## src/rtl/pc_redirect_ctrl.sv

```systemverilog
// ============================================================================
// Module  : pc_redirect_ctrl
// Purpose : Fetch PC sequencer with branch/jump redirect, stall-pending
//           capture and a two-cycle pipeline flush per applied redirect.
//           Optional macro JUMP_ALIGN_CHECK_EN rejects non-word-aligned targets.
// Revision: 1.0 - initial release
// ============================================================================
`default_nettype none

`ifndef ADDR_WIDTH
`define ADDR_WIDTH 32
`endif

module pc_redirect_ctrl #(
    parameter logic [`ADDR_WIDTH-1:0] RESET_ADDR = 32'h0000_0000
) (
    input  logic                   clk_i,
    input  logic                   rst_i,
    input  logic                   jump_enable_i,
    input  logic [`ADDR_WIDTH-1:0] jump_addr_i,
    input  logic                   hold_i,
    output logic [`ADDR_WIDTH-1:0] pc_o,
    output logic                   flush_o,
    output logic                   inst_valid_o,
    output logic [31:0]            redirect_cnt_o,
    output logic                   misalign_o
);

    localparam int unsigned                AW      = `ADDR_WIDTH;
    localparam logic [`ADDR_WIDTH-1:0]     PC_STEP = AW'(4);

    typedef enum logic [1:0] {
        ST_RUN   = 2'd0,
        ST_PEND  = 2'd1,
        ST_FLUSH = 2'd2
    } state_t;

    state_t                  state_q, state_d;
    logic [AW-1:0]           pc_q, pc_d;
    logic [AW-1:0]           pend_q, pend_d;
    logic                    flush_q, flush_d;
    logic [31:0]             cnt_q, cnt_d;
    logic                    mis_q, mis_d;
    logic                    w_bad_target;

`ifdef JUMP_ALIGN_CHECK_EN
    assign w_bad_target = (jump_addr_i[1:0] != 2'b00);
`else
    assign w_bad_target = 1'b0;
`endif

    always_comb begin
        state_d = state_q;
        pc_d    = pc_q;
        pend_d  = pend_q;
        flush_d = 1'b0;
        cnt_d   = cnt_q;
        mis_d   = 1'b0;
        unique case (state_q)
            ST_RUN: begin
                if (jump_enable_i && !w_bad_target) begin
                    if (!hold_i) begin
                        pc_d    = jump_addr_i;
                        flush_d = 1'b1;
                        cnt_d   = cnt_q + 32'd1;
                        state_d = ST_FLUSH;
                    end else begin
                        pend_d  = jump_addr_i;
                        state_d = ST_PEND;
                    end
                end else begin
                    // A rejected target behaves like a plain sequential cycle.
                    mis_d = jump_enable_i & w_bad_target;
                    if (!hold_i) begin
                        pc_d = pc_q + PC_STEP;
                    end
                end
            end
            ST_PEND: begin
                if (!hold_i) begin
                    pc_d    = pend_q;
                    flush_d = 1'b1;
                    cnt_d   = cnt_q + 32'd1;
                    state_d = ST_FLUSH;
                end
            end
            ST_FLUSH: begin
                flush_d = 1'b1;
                if (!hold_i) begin
                    pc_d = pc_q + PC_STEP;
                end
                state_d = ST_RUN;
            end
            default: begin
                state_d = ST_RUN;
            end
        endcase
    end

    always_ff @(posedge clk_i or negedge rst_i) begin
        if (!rst_i) begin
            state_q <= ST_RUN;
            pc_q    <= RESET_ADDR;
            pend_q  <= '0;
            flush_q <= 1'b0;
            cnt_q   <= 32'd0;
            mis_q   <= 1'b0;
        end else begin
            state_q <= state_d;
            pc_q    <= pc_d;
            pend_q  <= pend_d;
            flush_q <= flush_d;
            cnt_q   <= cnt_d;
            mis_q   <= mis_d;
        end
    end

    assign pc_o           = pc_q;
    assign flush_o        = flush_q;
    assign redirect_cnt_o = cnt_q;
    assign misalign_o     = mis_q;
    assign inst_valid_o   = ~flush_q & ~hold_i & rst_i;

endmodule

`default_nettype wire

```

## config.mk

```make
export PLATFORM = sky130hd
export DESIGN_NAME = pc_redirect_ctrl
export DESIGN_NICKNAME = d
export VERILOG_FILES = /design/src/rtl/pc_redirect_ctrl.sv
export SDC_FILE = /design/constraint.sdc
export NUM_CORES = 1
export LEC_CHECK = 0
export ABC_AREA = 0
export CORE_MARGIN = 4
export CORE_UTILIZATION = 45
export DETAILED_ROUTE_END_ITERATION = 6
export DONT_BUFFER_PORTS = 1
export MAX_ROUTING_LAYER = met4
export PLACE_DENSITY = 0.6
export SYNTH_ARGS = -nofsm -noshare
export SYNTH_HDL_FRONTEND = slang
export SYNTH_SLANG_ARGS = --single-unit
export TNS_END_PERCENT = 10
```

## constraint.sdc

```tcl
create_clock -name clk_i -period 2.6 [get_ports clk_i]
set_clock_uncertainty 0.05 [all_clocks]
set_input_delay 0.52 -clock clk_i [delete_from_list [all_inputs] [get_ports clk_i]]
set_output_delay 0.52 -clock clk_i [all_outputs]
set_load 0.02 [all_outputs]
```

# Word-level counts from Yosys, hierarchy flattened
# Index checks and enable logic that the tools add are counted.
[totals] reg_bits=99 input_bits=36 output_inout_bits=67 wordCells=38
[classes] add_sub_neg=2 eq_ne=5 mux=15 bitwise_logic=4 n_reduce_logical=7
[ops] operator="$mux 32" count=6
[ops] operator="$pmux 32 s3" count=1
[ops] operator="$pmux 32 s2" count=1
[ops] operator="$add 32x1->32 const B" count=1
[ops] operator="$add 32x3->32 const B" count=1
[ops] operator="$mux 2" count=3
[ops] operator="$reduce_and 3->1" count=2
[ops] operator="$ne 2x2->1 const B" count=2
[ops] operator="$pmux 2 s2" count=1
[ops] operator="$reduce_and 2->1" count=2
[ops] operator="$ne 3x3->1 const B" count=1
[ops] operator="$pmux 1 s3" count=1
[ops] operator="$reduce_bool 3->1" count=1
[ops] operator="$and 1x1->1" count=2
[ops] operator="$eq 2x1->1 const B" count=1
[ops] operator="$eq 2x2->1 const B" count=1
[ops] operator="$logic_not 2->1" count=1
[ops] operator="$mux 1" count=2
[ops] operator="$not 1->1" count=2
[ops] operator="$reduce_bool 2->1" count=1

# Longest topological paths before layout
[logic_depth] word_depth=4 depth_mapped=10 depth_no_buf=7

# Worst setup path before layout
# Ideal clock, no wire load.
[synth_timing] kind="reg2reg" startpoint="register state_q[0]" endpoint="register cnt_q[23] (netlist: redirect_cnt_o[23])" setup_time_ns=0.129 arrival_time_ns=2.123 t_required_ns=2.421 setup_slack_ns=0.298 path_stages_with_launch=9 n_path_buf=1 synth_period_minus_slack_ns=2.302 cell_sequence="dfrtp_1 inv_1 ha_1 buf_6 nand2b_4 a2111o_1 nor4_4 nand4_1 xnor2_1"
[synth_between] elab_chain_len=3 word_cells_on_any_way=6 classes_between="eq/ne: 2; mux: 1; reduce/logical: 3"
[synth_lines] item="start: declaration" line_no="38" source="state_t state_q, state_d;"
[synth_lines] item="start signal: assignment" line_no="109" source="state_q <= state_d;"
[synth_lines] item="$eq 2x1->1 / $logic_not 2->1 (equally long branches)" line_no="59" source="unique case (state_q)"
[synth_lines] item="$reduce_bool 2->1 (no line) / $ne 2x2->1 (equally long branches)"
[synth_lines] item="$reduce_and 2->1 (no line)"
[synth_lines] item="end signal: assignment" line_no="113" source="cnt_q <= cnt_d;"
[synth_lines] item="end: declaration" line_no="42" source="logic [31:0] cnt_q, cnt_d;"
# Several ways; a longest one is shown, not always the timed one.
# A chain may end at the register's enable or synchronous reset.

# Final worst setup path
[layout_timing] startpoint="register state_q[1]" endpoint="register cnt_q[31] (netlist: redirect_cnt_o[31])"
# Same word-level chain as after synthesis.

==> metrics <==
Fillers 1,058; synth top area cells dfrtp_1 48%, mux2_2 6.9%, xnor2_1 4.9%; Final Hold Slack -0.188 ns; setup violators final 0; Max H-tree Level 3; I/O pin cnt between 100 and 150; Logic pwr share 0.356; Root Buffer clkbuf_16; FF/Latch Area 0.00248 mm^2; critical setup path kind reg2reg; reg2reg end redirect_cnt_o[31]; Internal 4.22 mW; detailed-route via count approximately 4,000; gr usage total 0.207; Syn Inst Count 512; Arr. time, crit path ~2.5 ns; startpoint types register; 1st-pass router iterations 4; largest net degree at the start of global routing 101; Worst Max-Slew Pin Slew 0.518 ns; critical path endpoint category register; Detailed Place HPWL 9220 um; overall power 6.96 mW; Synth Area in Adders 0.0144; Hold Path Class in2async; count leader, synth dfrtp_1; register area share after synthesis 0.476; Synthesized Nets 554; fin crit period 2.36 ns; Clk Latency, worst-skew pair 0.35 ns; Multi-input gate area 0.00256 mm^2; first-pass GRT wire length ~21,000 um; YS warnings 0; Core Area 0.0114 mm^2; clock sink total between 90 and 100; initial antenna violation count 0; area added between synthesis and finish 12.6%; share of the synthesized area in the top cell type 0.476; part of the cycle the worst path needs 0.908; crit path max fanout 9; Relative slew margins 0.652; Post-Syn Area roughly 0.0052 mm^2; diode count 0; Wirelength per Cell 19.1 um; Total Wirelength 12,900 um; die width about 120 um; share of cells above drive strength 1 0.173; #FFs+latches synth 99; failing checks hold timing; cells on worst reg2reg path 7; cell taking the most area after synthesis dfrtp_1; power per cell area 1190 mW/mm^2; Initial Util 0.458; Crit path required time between 2 and 3 ns; top cells by count, synth 99 x dfrtp_1, 48 x nor2_1, 32 x mux2_2; total negative slack 0 ns; post-synthesis mux area share 0.0789; RSZ-0062 raised after global routing false; FMAX approximately 0.42 GHz; row count 39; Critical R2R Launch state_q[1]; gp weighted congestion 0.882; final hold vios between 90 and 100; maximum vdd drop 0.000597 V; post-synthesis xor/xnor area fraction 0.0741; largest family of logic cells by synthesized area simple AND/OR/NAND/NOR gates; complex-gate fraction of the synthesized area 0.136; # Post-CTS Setup Buffers 0; TritonCTS clock tree done; sequential share of power 0.415; switch share 0.393; die area ~0.013 mm^2; CTS max path bufs 2; Port Buffers 0; Worst-path clk slew 0.07 ns; asr flop ratio synth 1.00; grt ovf 0; Clock power frac 0.229; max cap viols 0; static leakage about 2.5 nW; Netlist cell types 58; Slew Limit Fails 0; switching pwr between 2 and 3 mW; clock buffer count from CTS 9; post-synthesis simple-gate area fraction 0.188; outcome finished, violations left; reg2reg setup slack 0.24 ns; DIE HEIGHT between 100 and 150 um; ys flop type dfrtp_1; Routed Antenna Nets 0; DR iter-0 viols 252; vias in the first global route a little under 4,000; Avg Inst Size Synth 10.2 um^2; Post-synth EDFFs 0; DRC 0; Nets 568; Vias/cell approximately 5.9
==> timing repair <==
item                                    in CTS  in global routing
hold endpoints to repair                    99                 99
endpoints found under the setup margin       0                 12
gates resized for setup                      0                  0
==> power groups by stage <==
stage | Clock, mW | Combinational, mW | Sequential [mW]
floorplan | 0 | 1.73 | 2.89
global placement | 0 | 2.42 | 2.90
detailed placement | 0 | 2.49 | 2.93
CTS | 1.63 | 2.51 | 2.90
global route | 1.69 | 2.77 | 2.99
finish | 1.59 | 2.48 | 2.89
==> flip-flops by register name, summed over array words and instances, names as in the netlist <==
register,count
flush_o,1
redirect_cnt_o,32
pc_o,32
pend_q,32
state_q,2
==> through the flow <==
step                 util  setup slack (ns)  instances  instance area [um^2]  hold WS (ns)
CTS                 0.515            0.0868        674                  5860        -0.207
finish              0.515             0.240        674                  5860        -0.188
global placement    0.484             0.224        658                  5500         0.178
detailed placement  0.484            0.0953        658                  5500         0.177
global route        0.515            0.0622        674                  5860        -0.208
floorplan               -             0.298        512                  5200         0.174
==> final cells by class <==
class / instances / area share
clock buffers: 11 / 0.0431
well taps: 143 / 0.0305
clock inverters: 5 / 0.0184
multi-input cells: 373 / 0.438
inverters: 12 / 0.00769
repair buffers: 31 / 0.0397
flip-flops and latches: 99 / 0.423
==> placed cells by master, fill, tap and decap left out, types with 6 or more instances in the layout <==
| master | n |
|---|---|
| dfrtp_1 | 99 |
| nor2_1 | 47 |
| mux2_2 | 32 |
| nand2_1 | 31 |
| buf_4 | 31 |
| xnor2_1 | 29 |
| nand3_1 | 27 |
| a21oi_1 | 23 |
| nand4_1 | 17 |
| xor2_1 | 15 |
| o21ai_0 | 15 |
| inv_1 | 12 |
| nor3_1 | 12 |
| and3_1 | 10 |
| a22oi_1 | 10 |
| clkbuf_16 | 9 |
| o22ai_1 | 8 |
| nor4_1 | 8 |
| o31a_1 | 7 |
| o31ai_1 | 6 |
| ha_1 | 6 |
==> layer usage <==
layer  routed length, um  part of all wire  GRT usage  up-vias
met2                6210              0.48      0.323      111
li1                    -                 -          -     1896
met1                5380              0.42      0.253     1981
met4                 267             0.021     0.0822        0
met5                   0                 0          -        -
met3                1030             0.080     0.0621       19
==> kinds of logic (layout without fill, tap and decap cells) <==
family                   count (synthesis)  count (layout)
buffers and inverters                   40              59
XOR/XNOR                                44              44
flip-flops                              99              99
other                                    1               1
AO/OA/AOI/OAI                          102             102
multiplexers                            37              37
AND/OR/NAND/NOR                        183             183
adder cells (fa/ha/maj)                  6               6
==> worst max-delay path, stage by stage, from the launching register on <==
cell	delay (ns)
dfrtp_1	0.41
inv_1	0.11
ha_1	0.37
nand2b_4	0.09
a2111o_1	0.50
nor4_4	0.38
nand4_1	0.18
xnor2_1	0.15
==> worst max path at each step <==
stage / slack (ns) / cells after the start / from / end
finish: 0.24 / 7 / state_q[1] / redirect_cnt_o[31]
global route: 0.06 / 7 / state_q[1] / redirect_cnt_o[29]
floorplan: 0.30 / 8 / state_q[0] / redirect_cnt_o[23]
global placement: 0.22 / 7 / state_q[1] / redirect_cnt_o[31]
detailed placement: 0.1 / 7 / state_q[1] / redirect_cnt_o[20]
CTS: 0.09 / 7 / state_q[1] / redirect_cnt_o[20]
Note: power is estimated with default switching activity, not from simulation.
==> variant (config.mk and constraints unchanged) <==
The option `JUMP_ALIGN_CHECK_EN` is turned on by a define.
--- a/src/rtl/pc_redirect_ctrl.sv
+++ b/src/rtl/pc_redirect_ctrl.sv
@@ -8,2 +8,4 @@
 `default_nettype none
+
+`define JUMP_ALIGN_CHECK_EN
 
Check against the original RTL: not equivalent (Yosys sat finds a counterexample within 4 cycles, from zero or initial values and one cycle with rst_i low).
==> variant against the original RTL <==
- the flow still finishes with violations (negative hold slack)
- setup slack improved by 0.032 ns
- total power fell by 9.1%
- hold slack got worse by 0.0021 ns
- sequential power fell by 2%
- synthesized cell count fell by 3.7%
- wire length fell by 1.4%
- area after synthesis fell by 0.41%
- cell area fell by 0.90%
- sequential cell count rose by 1
- core utilization rose by 1.1 points
- critical path type unchanged
- largest power group unchanged
- highest routed layer unchanged
==> variant: results (changes against the original RTL) <==
* Crit-path slowest cell: nor4_4
* Non-filler cells, final at 642 (-4.7%)
* Global-route wire length before repair at 21.02 mm (+0.66%)
* Synth Instances at 493 (-3.7%)
* Vias in the first global route at 3906 (-1.7%)
* Syn_nets at 535 (-3.4%)
* Synth area leaders: dfrtp_1 (48%), mux2_2 (6.7%), o21ai_0 (3.7%)
* Most instantiated cells after synthesis: dfrtp_1 (100), o21ai_0 (38), nand2_1 (33), mux2_2 (31), nand3_1 (27)
* FILL cells at 986 (-6.8%)
* Final hold slack at -0.1899 ns (-0.002124 ns)
* Placer Congestion at 0.8010 (-9.1%)
* Max IR drop VDD at 0.0008218 V (+38%)
* Crit Path Max Fanout at 8 (-1)
* Crit path DAT at 2.52 ns (-0.02 ns)
* Async SR Flop Fraction at 100.0% (unchanged)
* Largest net degree at the start of global routing at 102 (+0.99%)
* Tot GR Track Use at 20.76% (+0.025 points)
* Placed insts at 626 (-4.9%)
* Final instance area at 5806 µm² (-0.90%)
* Final Hold Violating Endpoints at 100 (+1.0%)
* Area after DPL at 5453 µm² (-0.82%)
* Via density at 6.026 (+1.4%)
* Layout cells sized above 1 at 17.73% (+0.40 points)
* Post-Place Worst Slack at 0.2980 ns (+0.2027 ns)
* Run status: finished with violations
* Sequential area share after synthesis at 48.30% (+0.68 points)
* Failing checks: negative hold slack
* Worst-margin pin slew at 0.6752 ns (+0.1573 ns)
* Yosys cell types at 67 (+16%)
* HPWL after detailed placement at 8.810 mm (-4.4%)
[variant: cell types whose count changed in the layout (fill, tap and decap cells not counted), moves of 6 or more]
cell | unedited run | this run
a21oi_1 | 23 | 16
and3_1 | 10 | 4
buf_4 | 31 | 17
nor2_1 | 47 | 22
nor3_1 | 12 | 5
o21ai_0 | 15 | 38
xnor2_1 | 29 | 21
[variant: power breakdown]
group	switching [µW]	total, µW	internal, µW
registers	767	2820	2050
clock network	629	1590	956
logic	1070	1930	859
[variant: what timing repair did]
item	4_1_cts	5_1_grt
hold endpoints to repair	100	100
gates resized for setup	0	0
setup endpoints to repair	0	0
buffers inserted	0	0
[variant: area by class of cell]
type / instances / area share, %
Clock buffer: 9 / 3.879
Clock inverter: 7 / 2.198
Inverter: 15 / 0.9698
Multi-Input combinational cell: 350 / 43.25
Sequential cell: 100 / 43.10
Tap cell: 140 / 3.017
Timing Repair Buffer: 21 / 3.578
[variant: path summary, 6_finish.rpt]
kind	slack, ns	endpoint	start	cells after the start
setup / recovery	0.27	redirect_cnt_o[28]	state_q[0]	7
hold / removal	-0.19	pend_q[13]	rst_i	0
setup reg to reg	0.27	redirect_cnt_o[28]	state_q[0]	7
hold reg to reg	0.46	pend_q[24]	pend_q[24]	1
max in group asynchronous	2.50	pc_o[7]	rst_i	0
min in group clk_i	0.21	state_q[1]	hold_i	1
[variant: cells by family after synthesis]
logic type | share of synthesized area, %
xor gates and xnor gates | 5.240
muxes | 6.931
adders and majority gates | 1.449
AOI/OAI and AO/OA | 16.54
buffers and inverters | 3.670
and+or+nand+nor | 17.87
DFF | 48.30
[variant: layer usage]
metal  up-vias  share of wire, %  global-route usage (%)
met5         -                 0                       -
met4         0              0.53                   6.182
met3         4               8.9                   7.947
met2       111                48                   31.10
met1      1911                43                   26.18
li1       1843                 -                       -
